==> config.mk <==
export PLATFORM = sky130hd
export DESIGN_NAME = layer_mixer
export DESIGN_NICKNAME = d
export VERILOG_FILES = /design/src/rtl/layer_mixer_pkg.sv /design/src/rtl/flash_timer.sv /design/src/rtl/layer_mixer.sv
export SDC_FILE = /design/constraint.sdc
export NUM_CORES = 1
export LEC_CHECK = 0
export BUFFER_PORTS_ARGS = -buffer_cell sky130_fd_sc_hd__buf_2
export CAP_MARGIN = 0
export CORE_ASPECT_RATIO = 1.2
export CORE_MARGIN = 5
export CORE_UTILIZATION = 51
export DETAILED_ROUTE_END_ITERATION = 12
export PLACE_DENSITY = 0.87
export RECOVER_POWER = 50
export SLEW_MARGIN = 10
export SYNTH_ARGS = -nofsm -noshare
export SYNTH_HDL_FRONTEND = slang
export SYNTH_HIERARCHICAL = 1
export SYNTH_SLANG_ARGS = --single-unit
export TNS_END_PERCENT = 1
==> constraint.sdc <==
create_clock -name Clk6 -period 2.2 [get_ports Clk6]
set_input_delay 0.33 -clock Clk6 [delete_from_list [all_inputs] [get_ports Clk6]]
set_output_delay 0.33 -clock Clk6 [all_outputs]
set_load 0.03 [all_outputs]
==> src/rtl/layer_mixer_pkg.sv <==
// Shared constants for the layer mixer.
// Holds the default colour width, the default flash half-period in frames,
// the frame counter width and the colour-code constants.
package layer_mixer_pkg;

  localparam int COLOR_W_DEF      = 2;
  localparam int FLASH_FRAMES_DEF = 16;
  localparam int FRAME_CNT_W      = 8;

  // Colour codes; BLACK is the only code with a fixed meaning in the mixer.
  localparam int BLACK = 0;

endpackage

==> src/rtl/flash_timer.sv <==
// Flash timer.
// Detects VSync rising edges against a registered copy of VSync, counts frames
// and toggles the flash phase once every FLASH_FRAMES frames.
// Ports:
//   clk_i     pixel clock
//   rst_i     asynchronous active-high reset
//   vsync_i   active-high vertical sync
//   phase_o   current flash phase
module flash_timer
  import layer_mixer_pkg::*;
#(
  parameter int FLASH_FRAMES = FLASH_FRAMES_DEF
) (
  input  logic clk_i,
  input  logic rst_i,
  input  logic vsync_i,
  output logic phase_o
);

  localparam logic [FRAME_CNT_W-1:0] LAST_FRAME = FRAME_CNT_W'(FLASH_FRAMES - 1);

  logic                   vsync_q;
  logic                   phase_q, phase_d;
  logic [FRAME_CNT_W-1:0] cnt_q, cnt_d;
  logic                   vsync_rise;

  // The edge register resets high so a VSync already high at reset release
  // is not mistaken for a new frame.
  assign vsync_rise = vsync_i & ~vsync_q;

  always_comb begin
    cnt_d   = cnt_q;
    phase_d = phase_q;
    if (vsync_rise) begin
      if (cnt_q == LAST_FRAME) begin
        cnt_d   = '0;
        phase_d = ~phase_q;
      end else begin
        cnt_d = cnt_q + FRAME_CNT_W'(1);
      end
    end
  end

  always_ff @(posedge clk_i or posedge rst_i) begin
    if (rst_i) begin
      vsync_q <= 1'b1;
      cnt_q   <= '0;
      phase_q <= 1'b0;
    end else begin
      vsync_q <= vsync_i;
      cnt_q   <= cnt_d;
      phase_q <= phase_d;
    end
  end

  assign phase_o = phase_q;

endmodule

==> src/rtl/layer_mixer.sv <==
// Layer mixer.
// Selects the colour of the highest-priority (lowest-index) visible layer,
// applies flash suppression, window inversion and blanking, and produces a
// composite sync. Every output has a latency of two Clk6 cycles.
// Ports:
//   Clk6        pixel clock
//   Reset       asynchronous active-high reset
//   HSync/VSync active-high sync inputs
//   HBlank_n/VBlank_n active-low blanking inputs
//   LayerVid    per-layer pixel-on
//   LayerColor  per-layer colour, layer i at [i*COLOR_W +: COLOR_W]
//   FlashMask   layers hidden while FlashPhase is 1
//   Window      invert-window enable
//   CSync       composite sync, active-low
//   VideoOut    mixed colour, 0 = black
//   BlankOut    composite blank, active-high
//   FlashPhase  current flash phase
module layer_mixer
  import layer_mixer_pkg::*;
#(
  parameter int NUM_LAYERS   = 4,
  parameter int COLOR_W      = COLOR_W_DEF,
  parameter int FLASH_FRAMES = FLASH_FRAMES_DEF
) (
  input  logic                          Clk6,
  input  logic                          Reset,
  input  logic                          HSync,
  input  logic                          VSync,
  input  logic                          HBlank_n,
  input  logic                          VBlank_n,
  input  logic [NUM_LAYERS-1:0]         LayerVid,
  input  logic [NUM_LAYERS*COLOR_W-1:0] LayerColor,
  input  logic [NUM_LAYERS-1:0]         FlashMask,
  input  logic                          Window,
  output logic                          CSync,
  output logic [COLOR_W-1:0]            VideoOut,
  output logic                          BlankOut,
  output logic                          FlashPhase
);

  logic               flash_phase;

  logic [COLOR_W-1:0] s1_color_q, s1_color_d;
  logic               s1_window_q, s1_window_d;
  logic               s1_blank_q, s1_blank_d;
  logic               s1_sync_q, s1_sync_d;

  logic [COLOR_W-1:0] video_q, video_d;
  logic               blank_q;
  logic               csync_q;

  flash_timer #(
    .FLASH_FRAMES(FLASH_FRAMES)
  ) u_flash_timer (
    .clk_i   (Clk6),
    .rst_i   (Reset),
    .vsync_i (VSync),
    .phase_o (flash_phase)
  );

  always_comb begin
    s1_color_d = COLOR_W'(BLACK);
    // Walk from lowest to highest priority so the lowest eligible index wins.
    for (int i = NUM_LAYERS - 1; i >= 0; i--) begin
      if (LayerVid[i] && !(FlashMask[i] && flash_phase)) begin
        s1_color_d = LayerColor[i*COLOR_W +: COLOR_W];
      end
    end
    s1_window_d = Window;
    s1_blank_d  = ~(HBlank_n & VBlank_n);
    s1_sync_d   = ~(HSync | VSync);

    // Inversion also applies to background, so black becomes all-ones.
    video_d = s1_color_q ^ {COLOR_W{s1_window_q & flash_phase}};
    if (s1_blank_q) begin
      video_d = COLOR_W'(BLACK);
    end
  end

  always_ff @(posedge Clk6 or posedge Reset) begin
    if (Reset) begin
      s1_color_q  <= COLOR_W'(BLACK);
      s1_window_q <= 1'b0;
      s1_blank_q  <= 1'b1;
      s1_sync_q   <= 1'b1;
      video_q     <= COLOR_W'(BLACK);
      blank_q     <= 1'b1;
      csync_q     <= 1'b1;
    end else begin
      s1_color_q  <= s1_color_d;
      s1_window_q <= s1_window_d;
      s1_blank_q  <= s1_blank_d;
      s1_sync_q   <= s1_sync_d;
      video_q     <= video_d;
      blank_q     <= s1_blank_q;
      csync_q     <= s1_sync_q;
    end
  end

  assign VideoOut   = video_q;
  assign BlankOut   = blank_q;
  assign CSync      = csync_q;
  assign FlashPhase = flash_phase;

endmodule

## After elaboration in Yosys (flattened, before gate mapping)

Index checks and enable logic that the tools add are counted.

- Bitwise gates (word level): 9
- Add/sub/neg operators: 1
- Mux-type cells: 6
- Reductions and logical operators: 13
- Equal/unequal tests: 1

Operators by type and width:

| operator | count |
|---|---|
| 2-bit two-way mux | 5 |
| 8-bit by 1-bit adder with 8-bit output (second input constant) | 1 |
| 8-bit by 4-bit == test with 1-bit output (second input constant) | 1 |
| 1-bit logical AND | 8 |
| 8-bit two-way mux | 1 |
| 1-bit zero test | 4 |
| 1-bit NOT | 4 |
| 1-bit AND | 3 |
| 2-bit AND reduction | 1 |
| 2-bit bitwise XOR | 1 |
| 1-bit OR | 1 |

- Bits in registers: 19

## Depth between registers and ports, before layout

- Word-level depth: 7
- Depth in mapped cells: 4
- Gate-level depth less buffers: 4

## By module

The synthesis kept the hierarchy.

By module, submodules not included:

| module | sequential area each (um2) | cells each | area an instance (um2) | times used |
|---|---|---|---|---|
| flash_timer | 251.5 | 42 | 476.7 | 1 |
| layer_mixer | 230.2 | 39 | 412.9 | 1 |

## Worst setup path after synthesis

Ideal clock, no wire load.

- Path kind: register to register
- From: register u_flash_timer.phase_q (netlist: u_flash_timer/phase_o)
- To: register s1_color_q[0]
- Library setup time: 0.104 ns
- Cell stages (with the launch flop): 4
- Arrival: 1.325 ns
- Path slack: 0.772 ns
- Period minus slack after synthesis: 1.428 ns
- Data required time: 2.096 ns
- Cells stage by stage: dfrtp_1 and2_1 o32a_1 a221oi_1

- Cells in the longest elaborated chain, start to end: 7
- Elaborated cells between the ends (all ways): 16
- Classes of those cells: mux (4); reduce/logical (12)

Ends and longest elaborated chain:

| element | line | text |
|---|---|---|
| start: declaration | flash_timer.sv:23 | `logic phase_q, phase_d;` |
| start signal: assignment | flash_timer.sv:52 | `phase_q <= phase_d;` |
| 1-bit logical AND | layer_mixer.sv:65 | `if (LayerVid[i] && !(FlashMask[i] && flash_phase)) begin` |
| 1-bit zero test | layer_mixer.sv:65 |  |
| 1-bit logical AND | layer_mixer.sv:65 |  |
| 2-bit two-way mux (3 in series) | layer_mixer.sv:65 |  |
| 2-bit two-way mux (*) | layer_mixer.sv:65 |  |
| named net s1_color_d[0] | layer_mixer.sv:43 | `logic [COLOR_W-1:0] s1_color_q, s1_color_d;` |
| end signal: assignment | layer_mixer.sv:82 | `s1_color_q <= COLOR_W'(BLACK);` |
| end signal: assignment | layer_mixer.sv:90 | `s1_color_q <= s1_color_d;` |
| end: declaration | layer_mixer.sv:43 |  |

Mark *: on every way through the listed nets, which the timed path passes. The rest lies on a longest branch.
A chain may end at the register's enable or synchronous reset.

## Worst setup path after layout

- From: register u_flash_timer.cnt_q[4]
- To: register u_flash_timer.phase_q (netlist: u_flash_timer/phase_o)

- Cells in the longest elaborated chain, start to end: 2

Ends and longest elaborated chain:

| element | line | text |
|---|---|---|
| start: declaration | flash_timer.sv:24 | `logic [FRAME_CNT_W-1:0] cnt_q, cnt_d;` |
| start signal: assignment | flash_timer.sv:51 | `cnt_q <= cnt_d;` |
| 8-bit by 4-bit == test with 1-bit output | flash_timer.sv:35 | `if (cnt_q == LAST_FRAME) begin` |
| 2-bit AND reduction (no source line) | -- |  |

Every way passes these cells.

==> impl_metrics.env <==
export IMPL_outcome="finished, final reports clean"
export IMPL_start_util_pct=54.2
export IMPL_yosys_warnings=6
export IMPL_antenna_cells=0
export IMPL_viasPerCell=5.46
export IMPL_critPathTopFamily="simple AND/OR/NAND/NOR gates"
export IMPL_yosys_area_top_type="dfrtp_1"
export IMPL_cts_tree="done"
export IMPL_seq_area_frac_synth_pct=54.1
export IMPL_fin_ws_ns=0.750
export IMPL_maxCapViolations=0
export IMPL_drc_errors=0
export IMPL_rsz0062_at_grt="false"
export IMPL_crit_path_max_incr_delay_ns=0.57
export IMPL_hold_viol=0
export IMPL_syn_nets=105
export IMPL_powerDensity_nw_per_um2=865
export IMPL_grt_pass1_vias=775
export IMPL_synth_distinct_cells=28
export IMPL_dp_slack_ns=0.778
export IMPL_die_h_um=55.8
export IMPL_p_leak_nw=0.539
export IMPL_num_rows=16
export IMPL_postRouteAntennaNets=0
export IMPL_r2r_cells=3
export IMPL_nFillCells=134
export IMPL_r2r_start="u_flash_timer/cnt_q[4]$_DFFE_PP0P_"
export IMPL_syn_to_final_growth_pct=21.5
export IMPL_fin_area_um2=1080
export IMPL_min_period_over_period_pct=65.9
export IMPL_cts_buffers=3
export IMPL_slew_violations=0
export IMPL_ios=28
export IMPL_worst_pin_slew_ns=0.367
export IMPL_crit_arrival_ns=1.67
export IMPL_clock_sinks=19
export IMPL_holdPathStages=2
export IMPL_crit_slowest_cell="or4_4"
export IMPL_cts_root_buf="clkbuf_4"
export IMPL_dieArea_um2=2680
export IMPL_cts_max_path_buffers=2
export IMPL_setup_tns_final_ns=0
export IMPL_dp_hpwl_um=1320
export IMPL_yosys_area_top_type_share_pct=39.4
export IMPL_worstHoldStart="HSync"
export IMPL_synth_seq_cells=19
export IMPL_max_vdd_ir_drop_uv=535
export IMPL_netlist_top_cells_area="dfrtp_1 (39%), dfstp_2 (15%), xor2_1 (5.9%)"
export IMPL_post_drt_wl_per_cell_um=12.6
export IMPL_cts_max_level=1
export IMPL_syn_area_um2=890
export IMPL_crit_fanout=5
export IMPL_crit_chain="or4_4 > nor3_4 > xor2_1"
export IMPL_place_congestion=0.823
export IMPL_startpoint_type="flop"
export IMPL_drive_above_1_share_pct=32.7
export IMPL_routed_via_count=715
export IMPL_path_class="reg2reg"
export IMPL_core_um2=1640
export IMPL_dr_pass1_iters=4
export IMPL_dpl_instance_area_um2=1050
export IMPL_slew_headroom_pct=75.5
export IMPL_die_w_um=48.1
export IMPL_skew_ns=0.00695
export IMPL_syn_instance_count=81
export IMPL_cts_resized=0
export IMPL_grt_pass1_wl_um=3000
export IMPL_port_buffers=27
export IMPL_hold_end="s1_sync_q$_DFF_PP1_"
export IMPL_routed_wl_um=1650
export IMPL_fin_util_pct=65.9
export IMPL_antenna_found_initial=0
export IMPL_drtIter0Drc=13
export IMPL_grtUsageTotal_pct=15.4
export IMPL_clk_latency_ns=0.30
export IMPL_gr_total_overflow=0
export IMPL_synth_avg_cell_area_um2=11.0
export IMPL_timing_critical_path_buf_inv=0
export IMPL_final_nets=138
export IMPL_setup_viol=0
export IMPL_end_kind="flop"
export IMPL_fin_crit_ns=1.45
export IMPL_clk_pin_slew_ns=0.10
export IMPL_worstPathRequired_ns=2.42
export IMPL_hp_class="in2reg"
export IMPL_grt_max_degree=11
export IMPL_max_freq_mhz=690
export IMPL_reg2reg_slack_ns=0.75
export IMPL_timing_rr_end="u_flash_timer/phase_o$_DFFE_PP0P_"
## worst max-delay path by stage
stage / start / to / cells after the start
final: u_flash_timer/cnt_q[4]$_DFFE_PP0P_ / u_flash_timer/phase_o$_DFFE_PP0P_ / 3
after global routing: u_flash_timer/phase_o$_DFFE_PP0P_ / s1_color_q[1]$_DFF_PP0_ / 3
after floorplan: u_flash_timer/phase_o$_DFFE_PP0P_ / s1_color_q[0]$_DFF_PP0_ / 3
after CTS: u_flash_timer/cnt_q[4]$_DFFE_PP0P_ / u_flash_timer/phase_o$_DFFE_PP0P_ / 3
after global placement: u_flash_timer/cnt_q[4]$_DFFE_PP0P_ / u_flash_timer/phase_o$_DFFE_PP0P_ / 3
after detailed placement: u_flash_timer/cnt_q[4]$_DFFE_PP0P_ / u_flash_timer/phase_o$_DFFE_PP0P_ / 3
## cell families after synthesis
kind of cell	Yosys count	synth area share, %
AOI/OAI and AO/OA	15	13.5
xor gates and xnor gates	8	7.88
adders and majority gates	1	1.41
buffers and inverters	7	2.95
DFF	19	54.1
muxes	1	1.27
and+or+nand+nor	30	18.8
## worst reg2reg max path: stages (launching register included)
cell and delay (ns):
dfrtp_1 0.43, or4_4 0.58, nor3_4 0.21, xor2_1 0.15
## metrics by stage
| step | total power [W] | instances | hold slack (ns) |
|---|---|---|---|
| floorplan | 0.000686 | 81 | 0.155 |
| global placement | 0.000759 | 126 | 0.295 |
| detailed placement | 0.000769 | 126 | 0.304 |
| CTS | 0.000942 | 131 | 0.126 |
| global route | 0.00100 | 131 | 0.120 |
| finish | 0.000935 | 131 | 0.135 |
## state kept, by name (all words and copies together), names as in the netlist
signal / count
s1_blank_q: 1
BlankOut: 1
s1_window_q: 1
CSync: 1
u_flash_timer/vsync_q: 1
u_flash_timer/phase_o: 1
VideoOut: 2
s1_sync_q: 1
u_flash_timer/cnt_q: 8
s1_color_q: 2
## area by class of cell
cell class                      instances  area (um^2)  area share, %
Clock buffer                            4         26.3           2.43
Inverter                                7         26.3           2.43
Multi-Input combinational cell         55          382           35.3
Sequential cell                        19          482           44.6
Tap cell                               18         22.5           2.08
Timing Repair Buffer                   28          143           13.2
## Yosys cell counts, drive strengths merged
cell and n:
a221oi 2, o32a 2, xnor2 2, nand3b 1, nor2 7, a21boi 2
a21oi 2, and3 2, ha 1, nor3 4, o31ai 1, dfstp 5
xor2 6, dfrtp 14, a21bo 1, mux2 1, nor2b 2, a2bb2oi 1
nand3 2, nand2 10, o21ai 2, and2 1, a311oi 2, or4 1
inv 7
## report_power, final
group / total (W) / switching, W / internal [W]
sequential: 0.000497 / 0.0000786 / 0.000418
combinational: 0.000267 / 0.000144 / 0.000124
clock: 0.000171 / 0.000101 / 0.0000706
## cell usage in the layout (no fill, tap or decap), types with 2 or more instances in the layout
cell type and instances:
xnor2_1 2, dfrtp_1 14, clkbuf_4 3, inv_1 7, nand3_1 2, nor2_1 7, o32a_1 2, a311oi_1 2
nand2_1 10, nor3_1 3, a21oi_1 2, and3_1 2, xor2_1 6, clkbuf_1 3, a221oi_1 2, dfstp_2 4
nor2b_1 2, buf_2 25
## timing repair
action | 4_1_cts | 5_1_grt
endpoints found under the hold margin | 13 | 0
hold buffers | 1 | 0
buffers inserted | 0 | 0
setup endpoints to repair | 0 | 0
## routing by layer
layer  global-route usage [%]  vias to the layer above  share of wire, %
met2                     24.8                       21                50
met1                     17.9                      341                41
met5                        0                        -                 0
li1                         -                      349                 -
met4                     8.08                        0               2.2
met3                     3.56                        4               6.2
No activity file was read; power rests on OpenSTA's default activity.
